`config.mk`:
```
export PLATFORM = sky130hd
export DESIGN_NAME = pi_pdc_chain_ctrl_flat
export DESIGN_NICKNAME = d
export VERILOG_FILES = /design/src/rtl/pi_pdc_chain_ctrl_if.sv /design/src/rtl/pi_pdc_chain_ctrl.sv /design/src/flat_wrapper.sv
export SDC_FILE = /design/constraint.sdc
export NUM_CORES = 1
export LEC_CHECK = 0
export ABC_AREA = 1
export CORE_MARGIN = 1.5
export CORE_UTILIZATION = 50
export DETAILED_ROUTE_END_ITERATION = 6
export GPL_TIMING_DRIVEN = 0
export PLACE_DENSITY = 0.76
export SYNTH_ARGS = -nofsm -noshare
export SYNTH_HDL_FRONTEND = slang
export SYNTH_SLANG_ARGS = --single-unit
```
`constraint.sdc`:
```
create_clock -name pi_pdc_chain_ctrl_clk -period 1.8 [get_ports pi_pdc_chain_ctrl_clk]
set_input_delay 0.27 -clock pi_pdc_chain_ctrl_clk [delete_from_list [all_inputs] [get_ports pi_pdc_chain_ctrl_clk]]
set_output_delay 0.27 -clock pi_pdc_chain_ctrl_clk [all_outputs]
set_load 0.05 [all_outputs]
```
`src/rtl/pi_pdc_chain_ctrl_if.sv`:
```
// pi_pdc_chain_ctrl_if -- handshake and pad-chain bundle for pi_pdc_chain_ctrl.
//   wr_data/wr_valid/wr_ready : word to shift into the chain (bit 0 first)
//   rd_data/rd_valid/rd_ready : chain contents captured during the last shift
//   abort                     : terminate an in-flight shift
//   chain_sc_in/chain_sc_out  : serial data to first pad / from last pad
//   chain_shift_en            : chain shifts on every cycle this is high
//   busy                      : controller not idle
// slave modport = controller side, master modport = requester/pad side.
interface pi_pdc_chain_ctrl_if #(
  parameter int CHAIN_LEN = 16
);
  logic [CHAIN_LEN-1:0] wr_data;
  logic                 wr_valid;
  logic                 wr_ready;
  logic [CHAIN_LEN-1:0] rd_data;
  logic                 rd_valid;
  logic                 rd_ready;
  logic                 abort;
  logic                 chain_sc_in;
  logic                 chain_sc_out;
  logic                 chain_shift_en;
  logic                 busy;

  modport slave (
    input  wr_data, wr_valid, rd_ready, abort, chain_sc_out,
    output wr_ready, rd_data, rd_valid, chain_sc_in, chain_shift_en, busy
  );

  modport master (
    output wr_data, wr_valid, rd_ready, abort, chain_sc_out,
    input  wr_ready, rd_data, rd_valid, chain_sc_in, chain_shift_en, busy
  );
endinterface

```
`src/rtl/pi_pdc_chain_ctrl.sv`:
```
// pi_pdc_chain_ctrl -- drives a CHAIN_LEN-long pad scan chain.
// A written word is shifted out bit 0 first while the bits returning from the
// last pad are captured into the same bit positions; after CHAIN_LEN shift
// cycles the capture is offered on the read handshake.
// Ports:
//   pi_pdc_chain_ctrl_clk   : clock, rising edge
//   pi_pdc_chain_ctrl_reset : synchronous, active-high reset
//   bus                     : pi_pdc_chain_ctrl_if.slave (handshakes + chain)
module pi_pdc_chain_ctrl #(
  parameter int CHAIN_LEN = 16
) (
  input  logic                  pi_pdc_chain_ctrl_clk,
  input  logic                  pi_pdc_chain_ctrl_reset,
  pi_pdc_chain_ctrl_if.slave    bus
);
  localparam int CW = $clog2(CHAIN_LEN);

  typedef enum logic [1:0] {S_IDLE, S_SHIFT, S_DONE} state_t;

  state_t               r_state;
  logic [CW-1:0]        r_cnt;
  logic [CHAIN_LEN-1:0] r_sr;
  logic [CHAIN_LEN-1:0] r_cap;
  logic                 r_wr_ready;
  logic                 r_rd_valid;
  logic                 r_shift_en;
  logic                 r_sc_in;
  logic                 r_busy;

  logic [CW-1:0]        w_cnt_nx;
  logic                 w_last;

  assign w_cnt_nx = r_cnt + CW'(1);
  assign w_last   = (r_cnt == CW'(CHAIN_LEN-1));

  // Outputs are registered alongside the state; r_sc_in is preloaded with the
  // bit that the next SHIFT cycle must present.
  always_ff @(posedge pi_pdc_chain_ctrl_clk) begin
    if (pi_pdc_chain_ctrl_reset) begin
      r_state    <= S_IDLE;
      r_cnt      <= '0;
      r_sr       <= '0;
      r_cap      <= '0;
      r_wr_ready <= 1'b1;
      r_rd_valid <= 1'b0;
      r_shift_en <= 1'b0;
      r_sc_in    <= 1'b0;
      r_busy     <= 1'b0;
    end else begin
      case (r_state)
        S_IDLE: begin
          if (bus.wr_valid) begin
            r_state    <= S_SHIFT;
            r_sr       <= bus.wr_data;
            r_cnt      <= '0;
            r_wr_ready <= 1'b0;
            r_busy     <= 1'b1;
            r_shift_en <= 1'b1;
            r_sc_in    <= bus.wr_data[0];
          end
        end
        S_SHIFT: begin
          // The chain shifts at this edge regardless of abort, so the
          // returning bit is still recorded.
          r_cap[r_cnt] <= bus.chain_sc_out;
          if (bus.abort) begin
            // Abort wins over the final-cycle transition; partial capture
            // is kept but never presented.
            r_state    <= S_IDLE;
            r_shift_en <= 1'b0;
            r_sc_in    <= 1'b0;
            r_busy     <= 1'b0;
            r_wr_ready <= 1'b1;
          end else if (w_last) begin
            r_state    <= S_DONE;
            r_shift_en <= 1'b0;
            r_sc_in    <= 1'b0;
            r_rd_valid <= 1'b1;
          end else begin
            r_cnt   <= w_cnt_nx;
            r_sc_in <= r_sr[w_cnt_nx];
          end
        end
        S_DONE: begin
          // wr_ready stays low here, so no write can coincide with the
          // return to IDLE.
          if (bus.rd_ready) begin
            r_state    <= S_IDLE;
            r_rd_valid <= 1'b0;
            r_busy     <= 1'b0;
            r_wr_ready <= 1'b1;
          end
        end
        default: begin
          r_state    <= S_IDLE;
          r_rd_valid <= 1'b0;
          r_shift_en <= 1'b0;
          r_sc_in    <= 1'b0;
          r_busy     <= 1'b0;
          r_wr_ready <= 1'b1;
        end
      endcase
    end
  end

  assign bus.wr_ready       = r_wr_ready;
  assign bus.rd_valid       = r_rd_valid;
  assign bus.rd_data        = r_cap;
  assign bus.chain_shift_en = r_shift_en;
  assign bus.chain_sc_in    = r_sc_in;
  assign bus.busy           = r_busy;
endmodule

```
`src/flat_wrapper.sv`:
```
// flat-port wrapper written by rule: the top's interface ports become plain ports
module pi_pdc_chain_ctrl_flat 
#(
  parameter int CHAIN_LEN = 16
)
  (pi_pdc_chain_ctrl_clk, pi_pdc_chain_ctrl_reset, bus_wr_data, bus_wr_valid, bus_rd_ready, bus_abort, bus_chain_sc_out, bus_wr_ready, bus_rd_data, bus_rd_valid, bus_chain_sc_in, bus_chain_shift_en, bus_busy);
  pi_pdc_chain_ctrl_if #(.CHAIN_LEN(CHAIN_LEN)) bus_i ();
  input  logic pi_pdc_chain_ctrl_clk;
  input  logic pi_pdc_chain_ctrl_reset;
  input wire logic [$bits(bus_i.wr_data)-1:0] bus_wr_data;
  input wire logic [$bits(bus_i.wr_valid)-1:0] bus_wr_valid;
  input wire logic [$bits(bus_i.rd_ready)-1:0] bus_rd_ready;
  input wire logic [$bits(bus_i.abort)-1:0] bus_abort;
  input wire logic [$bits(bus_i.chain_sc_out)-1:0] bus_chain_sc_out;
  output wire logic [$bits(bus_i.wr_ready)-1:0] bus_wr_ready;
  output wire logic [$bits(bus_i.rd_data)-1:0] bus_rd_data;
  output wire logic [$bits(bus_i.rd_valid)-1:0] bus_rd_valid;
  output wire logic [$bits(bus_i.chain_sc_in)-1:0] bus_chain_sc_in;
  output wire logic [$bits(bus_i.chain_shift_en)-1:0] bus_chain_shift_en;
  output wire logic [$bits(bus_i.busy)-1:0] bus_busy;
  assign bus_i.wr_data = bus_wr_data;
  assign bus_i.wr_valid = bus_wr_valid;
  assign bus_i.rd_ready = bus_rd_ready;
  assign bus_i.abort = bus_abort;
  assign bus_i.chain_sc_out = bus_chain_sc_out;
  assign bus_wr_ready = bus_i.wr_ready;
  assign bus_rd_data = bus_i.rd_data;
  assign bus_rd_valid = bus_i.rd_valid;
  assign bus_chain_sc_in = bus_i.chain_sc_in;
  assign bus_chain_shift_en = bus_i.chain_shift_en;
  assign bus_busy = bus_i.busy;
  pi_pdc_chain_ctrl #(.CHAIN_LEN(CHAIN_LEN)) u_core (.pi_pdc_chain_ctrl_clk(pi_pdc_chain_ctrl_clk), .pi_pdc_chain_ctrl_reset(pi_pdc_chain_ctrl_reset), .bus(bus_i));
endmodule
```
==> results of run 1 <==
-- worst min path at each step --
stage,cells after the start,to,slack [ns]
detailed placement,2,u_core.r_sr[3]$_SDFFE_PP0P_,0.45
global placement,2,u_core.r_sr[14]$_SDFFE_PP0P_,0.44
floorplan,1,u_core.r_cnt[1]$_SDFFE_PP0P_,0.35
finish,3,u_core.bus.rd_data[3]$_SDFFE_PP0P_,0.34
global route,3,u_core.bus.rd_data[2]$_SDFFE_PP0P_,0.36
CTS,3,u_core.bus.rd_data[0]$_SDFFE_PP0P_,0.34
-- area by class of cell --
class | instances | area [um^2] | share of cell area (%)
plain buffers | 10 | 43.8 | 1.74
clock buffers | 6 | 72.6 | 2.89
inverters | 40 | 155 | 6.17
multi-input cells | 170 | 911 | 36.2
flip-flops and latches | 43 | 861 | 34.2
well taps | 48 | 60.1 | 2.39
repair buffers | 41 | 410 | 16.3
-- state kept, by name (all words and copies together), names as in the netlist --
| name | count |
|---|---|
| u_core.bus.chain_sc_in | 1 |
| u_core.bus.rd_valid | 1 |
| u_core.bus.busy | 1 |
| u_core.bus.wr_ready | 1 |
| u_core.bus.chain_shift_en | 1 |
| u_core.r_cnt | 4 |
| u_core.bus.rd_data | 16 |
| u_core.r_state | 2 |
| u_core.r_sr | 16 |
-- synth_stat cells, drive strengths merged --
| library cell | instances | area (um^2) |
|---|---|---|
| o21ai | 36 | 184 |
| xnor2 | 1 | 8.76 |
| clkinv | 1 | 3.75 |
| nand3 | 30 | 155 |
| nor2 | 18 | 109 |
| buf | 3 | 17.5 |
| o211ai | 1 | 7.51 |
| nand3b | 1 | 7.51 |
| o21a | 1 | 7.51 |
| a211oi | 3 | 22.5 |
| xor2 | 3 | 26.3 |
| inv | 39 | 149 |
| dfxtp | 43 | 861 |
| nor3 | 1 | 5.00 |
| ha | 4 | 50.1 |
| clkbuf | 7 | 26.3 |
| a21oi | 37 | 185 |
| nand2 | 34 | 130 |
-- stage by stage --
stage | instance area (um^2) | utilization (%) | hold WS [ns] | TNS (ns)
after floorplan | 1960 | - | 0.348 | 0
after global routing | 2510 | 67.6 | 0.361 | 0
after detailed placement | 2430 | 65.3 | 0.445 | -0.480
after global placement | 2430 | 65.3 | 0.441 | -0.316
after CTS | 2500 | 67.3 | 0.340 | 0
final | 2510 | 67.6 | 0.340 | 0
-- cell usage in the layout (no fill, tap or decap), types with 5 or more instances in the layout --
cell type        netlist  layout
a21oi_1               37      37
clkbuf_1               7       8
clkbuf_8               0       5
clkdlybuf4s50_1        0      41
dfxtp_1               43      43
inv_1                 36      36
nand2_1               33      33
nand3_1               29      29
nor2_1                13      13
o21ai_0               34      34
-- layer usage --
metal,wire length (um),vias to the layer above
met5,0,-
met1,2020,850
met2,1980,47
met4,46,0
met3,190,6
li1,-,955
-- worst reg2reg max path, stage by stage, from the launching register on --
cell,delay (ns)
dfxtp_1,0.42
ha_1,0.26
xor2_1,0.32
nand3_1,0.14
nand3_1,0.08
nand2_1,0.06
nand2_1,0.06
nand2_1,0.05
nand2_1,0.05
a21oi_1,0.06
-- power groups by stage --
stage / logic, W / registers (W) / clock network [W]
final: 0.000480 / 0.00105 / 0.000558
after global routing: 0.000543 / 0.00106 / 0.000612
after CTS: 0.000474 / 0.00105 / 0.000568
after detailed placement: 0.000471 / 0.00107 / 0
after global placement: 0.000465 / 0.00107 / 0
after floorplan: 0.000278 / 0.00112 / 0
-- kinds of logic after synthesis --
group,Yosys count,share of synthesized area [%]
AO/OA/AOI/OAI,78,20.8
XOR/XNOR,4,1.79
adder cells (fa/ha/maj),4,2.56
buffers and inverters,50,10.0
flip-flops,43,44.0
AND/OR/NAND/NOR,84,20.8
==> flow_metrics.tcl, run 1 <==
set metrics [dict create \
    holdBufCountCts 0 \
    wl_per_cell_um 11.8 \
    timing.final.crit_period_ns 1.73 \
    drv_cap 0 \
    die_width_um 65.5 \
    reg2reg_path_depth 9 \
    cts_repair_resize_count 2 \
    powerDensity_nw_per_um2 831 \
    pwr-share-clk_pct 26.7 \
    worstSetupEndpointType "output pin" \
    first_pass_iters 4 \
    clk_transition_reported_paths_ns 0.07 \
    clock_tree.root_cell "clkbuf_8" \
    clock_tree.buffer_depth 2 \
    p_leak_nw 0.989 \
    min-delay-path-class "in -> reg" \
    postCtsSetupRepairBufs 0 \
    pin_count_of_the_biggest_net_entering_global_routing 12 \
    post_synth_inst_count 263 \
    timing.final.crit_share_pct 95.9 \
    num_vias 1858 \
    chipHeight_um 65.5 \
    cp_cell_sequence "clkdlybuf4s50_1" \
    post_drt_via_cell_ratio 5.19 \
    power.total_w 0.00209 \
    dpl.cell_count 352 \
    grt_remaining_overflow 0 \
    wire_length_of_the_first_global_routing_pass_um 7330 \
    total_nets_after_synthesis 289 \
    num_antenna_cells 0 \
    timing.critical_path.slowest_stage_cell "clkdlybuf4s50_1" \
    htreeDepth 2 \
    globalRouteMet2Util_pct 37.2 \
    drtAntennaViolNets 0 \
    p_switching_w 0.000631 \
    gr-usage-met1_pct 27.4 \
    headroom_to_the_max_slew_limit_pct 66.4 \
    worst_ep_required_time_ns 1.53 \
    netlist_area_um2 1960 \
    clk-insertion-delay-late_ns 0.30 \
    worst-slew-pin-transition_ns 0.502 \
    slew_violations 0 \
    n_fill_cell 350 \
    internal-power_w 0.00146 \
    row_count 22 \
    ioPinCount 43 \
    first_iter_violations 150 \
    coreArea_um2 3720 \
    cts-buffers-inserted 5 \
    vdd_drop_max_mv 0.600 \
    globalRouteMet3Util_pct 4.62 \
    layout_setup_ws_ns 0.0735 \
    global_route.usage.total_pct 22.3 \
    clock-sinks 43 \
    min_from "bus_chain_sc_out" \
    criticalPathCategory "reg -> out" \
    crit_arrival_ns 1.46 \
    finish.cell_count_without_fillers 358 \
    die_area_um2 4300 \
    postRouteWirelength_um 4240 \
    power.switching_fraction_pct 30.2 \
    ff2ff_setup_slack_ns 0.17 \
    rsz0062_at_grt "no" \
    setup_viol_count_final 0 \
    synth.yosys.seq_area_share_pct 44.0 \
    sequential_group_share_of_total_power_pct 50.3 \
    finalClockSkew_ns 0.00559 \
    gr-max-usage-layer "met2" \
    yosys_warnings 0 \
    path_length_in_cells_of_the_critical_path 1 \
    crit_path_start "u_core.bus.rd_data[2]$_SDFFE_PP0P_" \
    pre_cts_ws_ns -0.190 \
    ys_seq_elements 43 \
    max_frequency_mhz 579 \
    crit-reg2reg-launch "u_core.r_cnt[0]$_SDFFE_PP0P_" \
    portBuffers 41 \
    cp_slowest_stage_delay_ns 0.81 \
    avgSynthCellArea_um2 7.44 \
    fin_nets 337 \
    starting_density_of_the_core_pct 52.6 \
    r2r-end "u_core.bus.chain_sc_in$_SDFFE_PP0P_" \
    grt_pass1_vias 1707 \
    crit_family "buffers and inverters" \
    critPathBufInv 1 \
    cts_tree "yes" \
    comb_power_share_pct 23.0 \
    synth_unique_cells 28 \
    startpoint_type "flop" \
    routabilityCongestion 0.856 \
    drive_gt1_share_pct 6.77 \
    antenna_found_initial 0 \
    timing.final.hold_violations 0 \
    crit_path_max_fanout 2 \
    crit_path_end "bus_rd_data[2]" \
    drt_drc_violations_left 0 \
    dpl.hpwl_um 3240 \
    flow.area_growth_from_synthesis_pct 28.5 \
    status "completed" \
]
No activity file was read; power rests on OpenSTA's default activity.
==> run 2, diff against run 1 <==
HOLD_SLACK_MARGIN = 0.1   (was unset)
==> results of run 2 <==
No change in the layout: final DEF, timing and power equal those of run 1.
==> run 3, diff against run 2 <==
CORE_UTILIZATION = 54   (was 50)
PLACE_DENSITY = unset   (was 0.76)
PLACE_DENSITY_LB_ADDON = 0.3   (was unset)
clock period = 2 ns   (was 1.8 ns; I/O delays follow)
==> flow_metrics.tcl, run 3 (synthesized netlist as in run 1, its figures left out) <==
set metrics [dict create \
    status "completed" \
    crit_path_max_fanout 2 \
    wl_per_cell_um 12.5 \
    coreArea_um2 3420 \
    powerDensity_nw_per_um2 717 \
    area_of_the_multi_input_gates_um2 898 \
    max_frequency_mhz 546 \
    pin_count_of_the_biggest_net_entering_global_routing 13 \
    dpl.hpwl_um 3270 \
    path_length_in_cells_of_the_critical_path 1 \
    timing.final.crit_period_ns 1.83 \
    comb_power_share_pct 24.0 \
    htreeDepth 2 \
    antenna_found_initial 0 \
    cp_slowest_stage_delay_ns 0.81 \
    headroom_to_the_max_slew_limit_pct 66.5 \
    power.total_w 0.00178 \
    row_count 21 \
    final.setup.tns_ns 0 \
    postRouteWirelength_um 4510 \
    regArea_um2 861 \
    holdBufCountCts 0 \
    drv_cap 0 \
    power.switching_fraction_pct 31.9 \
    layout_setup_ws_ns 0.168 \
    routabilityCongestion 0.878 \
    setup_viol_count_final 0 \
    chipHeight_um 63.2 \
    startpoint_type "flop" \
    cp_cell_sequence "clkdlybuf4s50_1" \
    first_pass_iters 4 \
    portBuffers 41 \
    ioPinCount 43 \
    crit_arrival_ns 1.53 \
    final_cell_mix "43 x dfxtp_1, 41 x clkdlybuf4s50_1, 37 x a21oi_1, 36 x inv_1, 34 x o21ai_0" \
    timing.final.hold_violations 0 \
    cts_tree "yes" \
    global_route.usage.total_pct 24.1 \
    grt_pass1_vias 1678 \
    p_leak_nw 0.982 \
    starting_density_of_the_core_pct 57.3 \
    clk_transition_reported_paths_ns 0.12 \
    drtAntennaViolNets 0 \
    first_iter_violations 153 \
    criticalPathCategory "reg -> out" \
    die_width_um 63.2 \
    flow.area_growth_from_synthesis_pct 27.1 \
    clock-sinks 43 \
    worstSetupEndpointType "output pin" \
    num_vias 1866 \
    hold_path_depth 3 \
    drt_drc_violations_left 0 \
    min-delay-path-class "in -> reg" \
    layout.cell_area.non_filler_um2 2480 \
    crit_family "buffers and inverters" \
    internal-power_w 0.00121 \
    drive_gt1_share_pct 7.03 \
    wire_length_of_the_first_global_routing_pass_um 7560 \
    rsz0062_at_grt "no" \
    pre_cts_ws_ns 0.0590 \
    clock_tree.root_cell "clkbuf_4" \
    critPathBufInv 1 \
    cts-buffers-inserted 5 \
    pwr-share-clk_pct 22.8 \
    post_drt_via_cell_ratio 5.20 \
    grt_remaining_overflow 0 \
    die_area_um2 3990 \
    timing.critical_path.slowest_stage_cell "clkdlybuf4s50_1" \
    vdd_drop_max_mv 0.500 \
    slew_violations 0 \
    final_core_util_pct 72.7 \
    clock_tree.buffer_depth 2 \
    num_antenna_cells 0 \
    fin_nets 338 \
    worst-slew-pin-transition_ns 0.501 \
    reg2reg_path_depth 11 \
    clk-insertion-delay-late_ns 0.36 \
    finalClockSkew_ns 0.00304 \
    n_fill_cell 287 \
    timing.final.crit_share_pct 91.6 \
    sequential_group_share_of_total_power_pct 53.2 \
    worst_ep_required_time_ns 1.70 \
    p_switching_w 0.000569 \
    layout.cells.most_common "dfxtp_1" \
    placed_area_um2 2420 \
]
-- run 3: timing repair --
item	4_1_cts	5_1_grt
buffers inserted	0	1
endpoints found under the setup margin	0	1
gates resized for setup	0	1
-- run 3: area by class of cell --
type | count | area share (%)
Multi-Input combinational cell | 170 | 36.2
Clock buffer | 7 | 1.81
Sequential cell | 43 | 34.6
Clock inverter | 1 | 0.201
Inverter | 40 | 6.29
Buffer | 10 | 1.76
Timing Repair Buffer | 42 | 16.8
Tap cell | 46 | 2.32
-- run 3: path summary, 6_finish.rpt --
kind | start | slack, ns | to
worst min-delay path | bus_chain_sc_out | 0.34 | u_core.bus.rd_data[4]$_SDFFE_PP0P_
worst min register to register | u_core.r_sr[4]$_SDFFE_PP0P_ | 0.46 | u_core.r_sr[4]$_SDFFE_PP0P_
worst max-delay path | u_core.bus.rd_data[14]$_SDFFE_PP0P_ | 0.17 | bus_rd_data[14]
worst max register to register | u_core.r_cnt[0]$_SDFFE_PP0P_ | 0.22 | u_core.bus.chain_sc_in$_SDFFE_PP0P_
-- run 3: power groups by stage --
stage                     registers (W)  logic, W  clock network, W
after floorplan                 0.00100  0.000250                 0
after global placement         0.000964  0.000414                 0
after detailed placement       0.000966  0.000422                 0
after CTS                      0.000947  0.000425          0.000415
after global routing           0.000954  0.000477          0.000445
final                          0.000948  0.000428          0.000406
-- run 3: metrics by stage --
step                hold slack [ns]  cells
finish                        0.338    359
global route                  0.322    359
CTS                           0.316    358
detailed placement            0.447    350
global placement              0.443    350
floorplan                     0.378    263
-- run 3: per-layer routing --
metal  share of wire (%)  routed length [um]  global-route usage (%)
met1                  47                2100                    30.7
met2                  45                2030                    38.6
met3                 6.9                 311                    6.79
met4                 1.4                  65                    9.51
met5                   0                   0                       0
-- run 3: worst reg2reg max path, cell delays in order, from the launching register on --
cell        delay [ns]
dfxtp_1           0.44
clkinvlp_4        0.13
ha_1              0.39
inv_1             0.13
nand3_1           0.09
nand3_1           0.09
nand3_1           0.09
nand2_1           0.08
nand2_1           0.05
nand2_1           0.05
nand2_1           0.04
a21oi_1           0.13
